--- src/rtl/jtframe_debug_keys_pkg.sv ---
`default_nettype none
// ============================================================================
// Module      : jtframe_debug_keys_pkg
// Description : Shared scan-code constants, prefix FSM encoding and key-mask
//               helpers for the PS/2 debug-key decoder.
// Revision    : 1.0 - initial release
// ============================================================================
package jtframe_debug_keys_pkg;

    // Scan-code prefixes
    localparam logic [7:0] c_PFX_EXT   = 8'hE0;
    localparam logic [7:0] c_PFX_BRK   = 8'hF0;
    localparam logic [7:0] c_PFX_PAUSE = 8'hE1;

    // Mapped make codes (normal set unless noted)
    localparam logic [7:0] c_LSHIFT   = 8'h12;
    localparam logic [7:0] c_RSHIFT   = 8'h59;
    localparam logic [7:0] c_CTRL     = 8'h14;  // left ctrl, or right ctrl after E0
    localparam logic [7:0] c_KP_PLUS  = 8'h79;
    localparam logic [7:0] c_KP_MINUS = 8'h7B;
    localparam logic [7:0] c_F1       = 8'h05;
    localparam logic [7:0] c_F2       = 8'h06;
    localparam logic [7:0] c_F3       = 8'h04;
    localparam logic [7:0] c_F4       = 8'h0C;
    localparam logic [7:0] c_D1       = 8'h16;
    localparam logic [7:0] c_D2       = 8'h1E;
    localparam logic [7:0] c_D3       = 8'h26;
    localparam logic [7:0] c_D4       = 8'h25;
    localparam logic [7:0] c_D5       = 8'h2E;
    localparam logic [7:0] c_D6       = 8'h36;
    localparam logic [7:0] c_D7       = 8'h3D;
    localparam logic [7:0] c_D8       = 8'h3E;

    // Keyboard status/protocol bytes that never carry key information
    localparam logic [7:0] c_ACK    = 8'hFA;
    localparam logic [7:0] c_BAT_OK = 8'hAA;
    localparam logic [7:0] c_ECHO   = 8'hEE;
    localparam logic [7:0] c_RESEND = 8'hFE;
    localparam logic [7:0] c_ERR    = 8'h00;

    // Bytes following E1 that belong to the Pause sequence
    localparam logic [2:0] c_PAUSE_LEN = 3'd7;

    // Prefix FSM encoding
    typedef enum logic [2:0] {
        ST_IDLE   = 3'd0,
        ST_EXT    = 3'd1,
        ST_BRK    = 3'd2,
        ST_EXTBRK = 3'd3,
        ST_SKIP   = 3'd4
    } state_t;

    // One-hot position of a function key in key_gfx (F1 is bit 0)
    function automatic logic [3:0] gfx_mask(input logic [7:0] code);
        case (code)
            c_F1:    gfx_mask = 4'b0001;
            c_F2:    gfx_mask = 4'b0010;
            c_F3:    gfx_mask = 4'b0100;
            c_F4:    gfx_mask = 4'b1000;
            default: gfx_mask = 4'b0000;
        endcase
    endfunction

    // One-hot position of a digit key in key_digit (key 1 is bit 0)
    function automatic logic [7:0] digit_mask(input logic [7:0] code);
        case (code)
            c_D1:    digit_mask = 8'h01;
            c_D2:    digit_mask = 8'h02;
            c_D3:    digit_mask = 8'h04;
            c_D4:    digit_mask = 8'h08;
            c_D5:    digit_mask = 8'h10;
            c_D6:    digit_mask = 8'h20;
            c_D7:    digit_mask = 8'h40;
            c_D8:    digit_mask = 8'h80;
            default: digit_mask = 8'h00;
        endcase
    endfunction

    // Status bytes swallowed while waiting for a new key sequence
    function automatic logic is_status_byte(input logic [7:0] code);
        is_status_byte = (code == c_ACK)    || (code == c_BAT_OK) ||
                         (code == c_ECHO)   || (code == c_RESEND) ||
                         (code == c_ERR);
    endfunction

endpackage
`default_nettype wire

--- src/rtl/jtframe_debug_keys_if.sv ---
`default_nettype none
// ============================================================================
// Module      : jtframe_debug_keys_if
// Description : Byte stream from the PS/2 receiver into the debug-key decoder.
// Revision    : 1.0 - initial release
// ============================================================================
interface jtframe_debug_keys_if;
    import jtframe_debug_keys_pkg::*;

    logic       ps2_valid;  // one-cycle strobe, ps2_byte is new
    logic [7:0] ps2_byte;

    modport master (output ps2_valid, output ps2_byte);
    modport slave  (input  ps2_valid, input  ps2_byte);
endinterface
`default_nettype wire

--- src/rtl/jtframe_debug_repeat.sv ---
`default_nettype none
// ============================================================================
// Module      : jtframe_debug_repeat
// Description : Hold-to-repeat shaper for one key. Passes the held level
//               through, but after REPEAT_DLY held cycles drops it for one
//               cycle, then again every REPEAT_PER cycles while still held.
// Revision    : 1.0 - initial release
// ============================================================================
module jtframe_debug_repeat
    import jtframe_debug_keys_pkg::*;
#(
    parameter logic [23:0] REPEAT_DLY = 24'd12_000_000,
    parameter logic [23:0] REPEAT_PER = 24'd2_400_000
)(
    input  logic clk,
    input  logic rst,
    input  logic i_held,
    output logic o_level
);

    // r_cnt counts held cycles: from the first held cycle (value 0) until
    // the initial drop, then cycles since the previous drop.
    logic [23:0] r_cnt;
    logic        r_rep;     // initial delay already elapsed
    logic        w_drop;

    assign w_drop  = i_held & (r_rep ? (r_cnt == REPEAT_PER)
                                     : (r_cnt == REPEAT_DLY));
    // A break leaves the level low regardless of the drop phase
    assign o_level = i_held & ~w_drop;

    // Hold timer: cleared whenever the key is released, so each new make
    // starts the delay from zero.
    always_ff @(posedge clk or posedge rst) begin
        if (rst) begin
            r_cnt <= 24'd0;
            r_rep <= 1'b0;
        end else if (!i_held) begin
            r_cnt <= 24'd0;
            r_rep <= 1'b0;
        end else if (w_drop) begin
            r_cnt <= 24'd1;
            r_rep <= 1'b1;
        end else begin
            r_cnt <= r_cnt + 24'd1;
        end
    end

endmodule
`default_nettype wire

--- src/rtl/jtframe_debug_keys.sv ---
`default_nettype none
// ============================================================================
// Module      : jtframe_debug_keys
// Description : PS/2 set-2 scan-code decoder producing held-key levels for
//               the debug overlay (shift, ctrl, keypad +/-, F1-F4, digits
//               1-8). Tracks E0/F0 prefixes and swallows the E1 Pause
//               sequence.
//               Optional macro JTFRAME_DEBUG_REPEAT_EN adds hold-to-repeat
//               shaping on debug_plus / debug_minus.
// Revision    : 1.0 - initial release
// ============================================================================
module jtframe_debug_keys
    import jtframe_debug_keys_pkg::*;
#(
    parameter logic [23:0] REPEAT_DLY = 24'd12_000_000,
    parameter logic [23:0] REPEAT_PER = 24'd2_400_000
)(
    input  logic                       clk,
    input  logic                       rst,
    jtframe_debug_keys_if.slave        ps2,
    output logic                       shift,
    output logic                       ctrl,
    output logic                       debug_plus,
    output logic                       debug_minus,
    output logic [3:0]                 key_gfx,
    output logic [7:0]                 key_digit
);

    state_t      r_state;
    state_t      w_state_nxt;
    logic [2:0]  r_skip_cnt;
    logic [2:0]  w_skip_nxt;

    logic        w_make;    // current byte completes a make sequence
    logic        w_brk;     // current byte completes a break sequence
    logic        w_ext;     // ... and it belongs to the E0 extended set
    logic [7:0]  w_code;

    logic        r_lshift, r_rshift;
    logic        r_lctrl,  r_rctrl;
    logic        r_plus,   r_minus;
    logic [3:0]  r_gfx;
    logic [7:0]  r_digit;

    assign w_code = ps2.ps2_byte;

    // Prefix FSM state and Pause-skip counter
    always_ff @(posedge clk or posedge rst) begin
        if (rst) begin
            r_state    <= ST_IDLE;
            r_skip_cnt <= 3'd0;
        end else begin
            r_state    <= w_state_nxt;
            r_skip_cnt <= w_skip_nxt;
        end
    end

    // Prefix FSM next state and sequence-completion decode
    always_comb begin
        w_state_nxt = r_state;
        w_skip_nxt  = r_skip_cnt;
        w_make      = 1'b0;
        w_brk       = 1'b0;
        w_ext       = 1'b0;
        if (ps2.ps2_valid) begin
            case (r_state)
                ST_IDLE: begin
                    if (w_code == c_PFX_EXT) begin
                        w_state_nxt = ST_EXT;
                    end else if (w_code == c_PFX_BRK) begin
                        w_state_nxt = ST_BRK;
                    end else if (w_code == c_PFX_PAUSE) begin
                        w_state_nxt = ST_SKIP;
                        w_skip_nxt  = c_PAUSE_LEN;
                    end else if (!is_status_byte(w_code)) begin
                        w_make = 1'b1;
                    end
                end
                ST_EXT: begin
                    if (w_code == c_PFX_BRK) begin
                        w_state_nxt = ST_EXTBRK;
                    end else begin
                        w_make      = 1'b1;
                        w_ext       = 1'b1;
                        w_state_nxt = ST_IDLE;
                    end
                end
                ST_BRK: begin
                    w_brk       = 1'b1;
                    w_state_nxt = ST_IDLE;
                end
                ST_EXTBRK: begin
                    w_brk       = 1'b1;
                    w_ext       = 1'b1;
                    w_state_nxt = ST_IDLE;
                end
                ST_SKIP: begin
                    // Leave on the byte that brings the count to zero
                    if (r_skip_cnt <= 3'd1) begin
                        w_skip_nxt  = 3'd0;
                        w_state_nxt = ST_IDLE;
                    end else begin
                        w_skip_nxt  = r_skip_cnt - 3'd1;
                    end
                end
                default: begin
                    w_state_nxt = ST_IDLE;
                    w_skip_nxt  = 3'd0;
                end
            endcase
        end
    end

    // Held-key flags: a make sets, a break clears; repeated makes are no-ops
    always_ff @(posedge clk or posedge rst) begin
        if (rst) begin
            r_lshift <= 1'b0;
            r_rshift <= 1'b0;
            r_lctrl  <= 1'b0;
            r_rctrl  <= 1'b0;
            r_plus   <= 1'b0;
            r_minus  <= 1'b0;
            r_gfx    <= 4'd0;
            r_digit  <= 8'd0;
        end else if (w_make || w_brk) begin
            if (w_ext) begin
                // Right ctrl is the only extended key of interest
                if (w_code == c_CTRL) r_rctrl <= w_make;
            end else begin
                if (w_code == c_LSHIFT)   r_lshift <= w_make;
                if (w_code == c_RSHIFT)   r_rshift <= w_make;
                if (w_code == c_CTRL)     r_lctrl  <= w_make;
                if (w_code == c_KP_PLUS)  r_plus   <= w_make;
                if (w_code == c_KP_MINUS) r_minus  <= w_make;
                r_gfx   <= w_make ? (r_gfx   |  gfx_mask(w_code))
                                  : (r_gfx   & ~gfx_mask(w_code));
                r_digit <= w_make ? (r_digit |  digit_mask(w_code))
                                  : (r_digit & ~digit_mask(w_code));
            end
        end
    end

    // Outputs are pure functions of the flag registers (no input paths)
    assign shift     = r_lshift | r_rshift;
    assign ctrl      = r_lctrl  | r_rctrl;
    assign key_gfx   = r_gfx;
    assign key_digit = r_digit;

`ifdef JTFRAME_DEBUG_REPEAT_EN
    jtframe_debug_repeat #(
        .REPEAT_DLY (REPEAT_DLY),
        .REPEAT_PER (REPEAT_PER)
    ) u_rep_plus (
        .clk        (clk),
        .rst        (rst),
        .i_held     (r_plus),
        .o_level    (debug_plus)
    );

    jtframe_debug_repeat #(
        .REPEAT_DLY (REPEAT_DLY),
        .REPEAT_PER (REPEAT_PER)
    ) u_rep_minus (
        .clk        (clk),
        .rst        (rst),
        .i_held     (r_minus),
        .o_level    (debug_minus)
    );
`else
    assign debug_plus  = r_plus;
    assign debug_minus = r_minus;

    // Repeat timing is meaningless without the shaper
    logic w_unused_cfg;
    assign w_unused_cfg = ^{REPEAT_DLY, REPEAT_PER};
`endif

endmodule
`default_nettype wire

--- src/flat_wrapper.sv ---
// flat-port wrapper written by rule: the top's interface ports become plain ports
module jtframe_debug_keys_flat import jtframe_debug_keys_pkg::*;
#(
    parameter logic [23:0] REPEAT_DLY = 24'd12_000_000,
    parameter logic [23:0] REPEAT_PER = 24'd2_400_000
)
  (clk, rst, shift, ctrl, debug_plus, debug_minus, key_gfx, key_digit, ps2_ps2_valid, ps2_ps2_byte);
  jtframe_debug_keys_if ps2_i ();
  input  logic clk;
  input  logic rst;
  output logic shift;
  output logic ctrl;
  output logic debug_plus;
  output logic debug_minus;
  output logic [3:0] key_gfx;
  output logic [7:0] key_digit;
  input wire logic [$bits(ps2_i.ps2_valid)-1:0] ps2_ps2_valid;
  input wire logic [$bits(ps2_i.ps2_byte)-1:0] ps2_ps2_byte;
  assign ps2_i.ps2_valid = ps2_ps2_valid;
  assign ps2_i.ps2_byte = ps2_ps2_byte;
  jtframe_debug_keys #(.REPEAT_DLY(REPEAT_DLY), .REPEAT_PER(REPEAT_PER)) u_core (.clk(clk), .rst(rst), .ps2(ps2_i), .shift(shift), .ctrl(ctrl), .debug_plus(debug_plus), .debug_minus(debug_minus), .key_gfx(key_gfx), .key_digit(key_digit));
endmodule
--- config.mk ---
export PLATFORM = sky130hd
export DESIGN_NAME = jtframe_debug_keys_flat
export DESIGN_NICKNAME = d
export VERILOG_FILES = /design/src/rtl/jtframe_debug_keys_pkg.sv /design/src/rtl/jtframe_debug_keys_if.sv /design/src/rtl/jtframe_debug_repeat.sv /design/src/rtl/jtframe_debug_keys.sv /design/src/flat_wrapper.sv
export SDC_FILE = /design/constraint.sdc
export NUM_CORES = 1
export LEC_CHECK = 0
export ABC_AREA = 1
export CAP_MARGIN = 20
export CORE_MARGIN = 3
export CORE_UTILIZATION = 40
export DETAILED_ROUTE_END_ITERATION = 12
export PLACE_DENSITY = 0.65
export REMOVE_ABC_BUFFERS = 1
export SETUP_SLACK_MARGIN = 0.1
export SLEW_MARGIN = 20
export SYNTH_ARGS = -nofsm -noshare
export SYNTH_HDL_FRONTEND = slang
export SYNTH_SLANG_ARGS = --single-unit
--- constraint.sdc ---
create_clock -name clk -period 1.7 [get_ports clk]
set_input_delay 0.255 -clock clk [delete_from_list [all_inputs] [get_ports clk]]
set_output_delay 0.255 -clock clk [all_outputs]
set_load 0.02 [all_outputs]
==> results <==
- The data required time of the critical path is 1.91 ns.
- The final layout contains routed wiring with a total length of 4.33 mm.
- The clock insertion delay at the later pin of the skew report is 0.27 ns.
- After synthesis, the netlist uses 22 different library cells.
- In this run, synthesis inferred 0 flip-flops with an integrated enable.
- The most numerous cell type found on the critical path is sky130_fd_sc_hd__nand2_2.
- The master of the slowest instance on the critical path is sky130_fd_sc_hd__dfrtp_1.
- The number of vias per cell after detailed routing is 4.92.
- By area the synthesized netlist is led by sky130_fd_sc_hd__dfrtp_1 37%, sky130_fd_sc_hd__nand2_1 14%, sky130_fd_sc_hd__nand3_1 6.9%.
- Clock-pin slew was measured on the worst setup and hold paths at 0.09 ns.
- The element type at the critical path start is a flip-flop.
- The count of filler cells inserted in the layout is 338.
- The fraction of the core area covered by cells at the end of the flow is 0.633.
- Of the post-synthesis cell area, the dominant cell type holds 0.374.
- The relative max-transition margin is 0.793.
- The leakage power figure is 1.18 nW.
- The cell area that synthesis handed to floorplanning was 1610 sq um.
- The count of nets left with antenna violations once routing finished came out at 0.
- The chip height is 69.4 microns.
- From synthesis to final layout, the design area changed by 48.6%.
- The placeable core region is 3770 sq um.
- The maximum level of the CTS H-tree is 1.
- The per-cell routed wire length is 12.5 microns.
- The shortest period the worst path allows is 1.56 ns.
- Including well taps, the total number of placed cells is 332.
- The type of element capturing the critical path is a flip-flop.
- Setup violations remaining at the end of the flow were counted as 0.
- The power density relative to cell area is 853 nW/um^2.
- Across the VDD grid, the largest voltage drop is 0.459 mV.
- In the final layout, the multi-input gates occupy 972 sq um.
- The TritonCTS clock tree is built.
- Summed over all failing endpoints, the final setup total negative slack is 0 ns.
- The count of pins on the block boundary is 27.
- The final count of pins violating max slew is 0.
- The maximum root-to-sink buffer count is 2.
- Before antenna repair, the detailed router went through 4 iterations.
- After synthesis, the mean cell area works out to 6.98 sq um.
- The violation count after the first detailed-routing iteration is 91.
- Walking the worst path, the cells encountered are inv_2, nand2_2, nor2_4, nand2_2, nor2_4, nand2_2, nand2_4, nand2_8, buf_12, nand2_8, nand4_1, nand2_1.
- The total half-perimeter wirelength after legalization and detailed placement is 2.85 mm.
- The most critical setup path has its startpoint at u_core.r_state[1].
- The arrival time of data at the critical path endpoint is 1.76 ns.
- After clock tree synthesis, the flow added hold-fix buffers numbering 0.
- The type of the worst setup path is reg -> reg.
- For this run, the leading register cell type out of synthesis is sky130_fd_sc_hd__dfrtp_1.
- The number of hold violations in the final report came to 0.
- For this design, the sink count on the clock tree is 24.
- The number of antenna violations at the first check in global routing was 0.
- The first global-routing pass estimated 7.27 mm of wire.
- The initial utilization of the core area, before any placement, comes to 0.426.
- The row count is 22.
- The die is 69.4 microns wide.
- The count of vias placed by the detailed router is 1706.
- By count the netlist is led by 60 x sky130_fd_sc_hd__nand2_1, 25 x sky130_fd_sc_hd__nor2_1, 24 x sky130_fd_sc_hd__dfrtp_1, 22 x sky130_fd_sc_hd__inv_1, 22 x sky130_fd_sc_hd__nand3_1.
- Counting every instance in the synthesized netlist gives 230.
- The die covers 4810 sq um.
- In this run the tool buffered the top-level ports with 26 buffer cells.
- The worst min-delay path category is in -> async.
- The final worst-path cycle share is 0.915.
- The worst hold slack after final layout is 0.321 ns.
- The CTS buffer count is 3.
- The area used by sequential logic in the layout is 602 sq um.
- The net count of the finished layout is 313.
- The congestion estimate from routability-driven global placement came to 0.835.
- The run finished with clean final reports.
- The total global routing overflow is 0.
- The number of antenna cells inserted is 0.
- Among all cell types in the netlist, the one instantiated most often is sky130_fd_sc_hd__nand2_1.
- The reg-to-reg critical path startpoint is u_core.r_state[1].
- The fraction of final layout cells with drive strength greater than 1 is 0.304.
- For this run, the total global-route usage over all layers was measured as 0.178.
- The measured slew at the worst slew-check pin is 0.311 ns.
- The peak per-stage delay on the critical path is 0.40 ns.
- The post-layout instance count excluding filler cells is 347.
- The pin count of the biggest net entering global routing is 25.
- The largest fanout on the critical path is 7.
- The setup clock skew after layout is 0.00444 ns.
- The number of global-route vias before repair is 1652.
- The tree is rooted in a sky130_fd_sc_hd__clkbuf_8.
- Yosys printed 0 warnings.
- The achievable clock frequency is 643 MHz.
- In the routed design, unresolved DRC markers number 0.
- Setup repair after global routing could not meet its margin everywhere.
- The fraction of registers with async set/reset is 1.00.
- For this run, the register share of the synthesized area comes to 0.374.
- The largest area contributor in the synthesized netlist is sky130_fd_sc_hd__dfrtp_1.
- Counting flops and latches in the post-synthesis netlist gives 24.
- Across the run, the number of max-cap violations was 0.
==> path summary, 6_finish.rpt <==
check                      cells past startpoint           endpoint  slack, ns
setup / recovery                              12          flip-flop       0.14
hold / removal                                 3  u_core.debug_plus       0.32
setup reg to reg                              12          flip-flop       0.14
hold reg to reg                                2          flip-flop       0.48
max in group asynchronous                      3  u_core.r_state[2]       1.13
min in group clk                               2          flip-flop       0.48
==> cells in the final DEF, fill, tap and decap left out, drive strengths merged <==
master	count
a21oi	6
nor4	1
xor2	1
nand4	17
nor2	30
clkbuf	4
or2	2
dfrtp	24
ha	2
o21ai	11
clkdlybuf4s50	16
nand2	72
buf	44
inv	27
nor3	10
dlygate4sd2	9
nand3	22
clkdlybuf4s15	1
==> worst max-delay path: cells and delay by family (launching register included) <==
kind,cells,cell delay [ns]
flip-flops,1,0.40
AND/OR/NAND/NOR,10,0.89
buffers and inverters,2,0.23
==> routing by layer <==
metal | track usage | vias to the layer above | part of all wire
met3 | 0.0246 | 4 | 0.035
met4 | 0.0325 | 0 | 0.0069
li1 | - | 887 | -
met1 | 0.250 | 788 | 0.48
met5 | 0 | - | 0
met2 | 0.294 | 27 | 0.48
==> power breakdown <==
part           switching, mW  internal (mW)
clock                  0.193          0.207
sequential            0.0605          0.644
combinational          0.540          0.392
total                  0.793           1.24
==> final cells by class <==
type | count | share of cell area
Multi-Input combinational cell | 174 | 0.407
Sequential cell | 24 | 0.252
Timing Repair Buffer | 70 | 0.248
Inverter | 27 | 0.0445
Tap cell | 48 | 0.0252
Clock buffer | 4 | 0.0231
==> metrics by stage <==
step	cell area (sq um)	worst slack, ns	total power, mW
after floorplan	1540	-0.0948	1.12
after global placement	2130	-0.317	1.41
after detailed placement	2130	-0.381	1.41
after CTS	2260	0.124	1.91
after global routing	2390	0.0317	2.17
final	2390	0.144	2.04
==> kinds of logic (layout without fill, tap and decap cells) <==
family | Yosys count | after routing | share of synthesized area
flops | 24 | 24 | 0.374
compound gates | 17 | 17 | 0.0530
fa+ha+maj | 2 | 2 | 0.0156
buf+inv | 35 | 101 | 0.106
simple gates | 151 | 154 | 0.446
xor+xnor | 1 | 1 | 0.00545
==> timing repair <==
action,CTS,global route
cloned,3,0
setup endpoints to repair,23,21
pin swaps,3,15
gates resized for setup,22,21
setup buffers,1,7
Note: power is estimated with default switching activity, not from simulation.
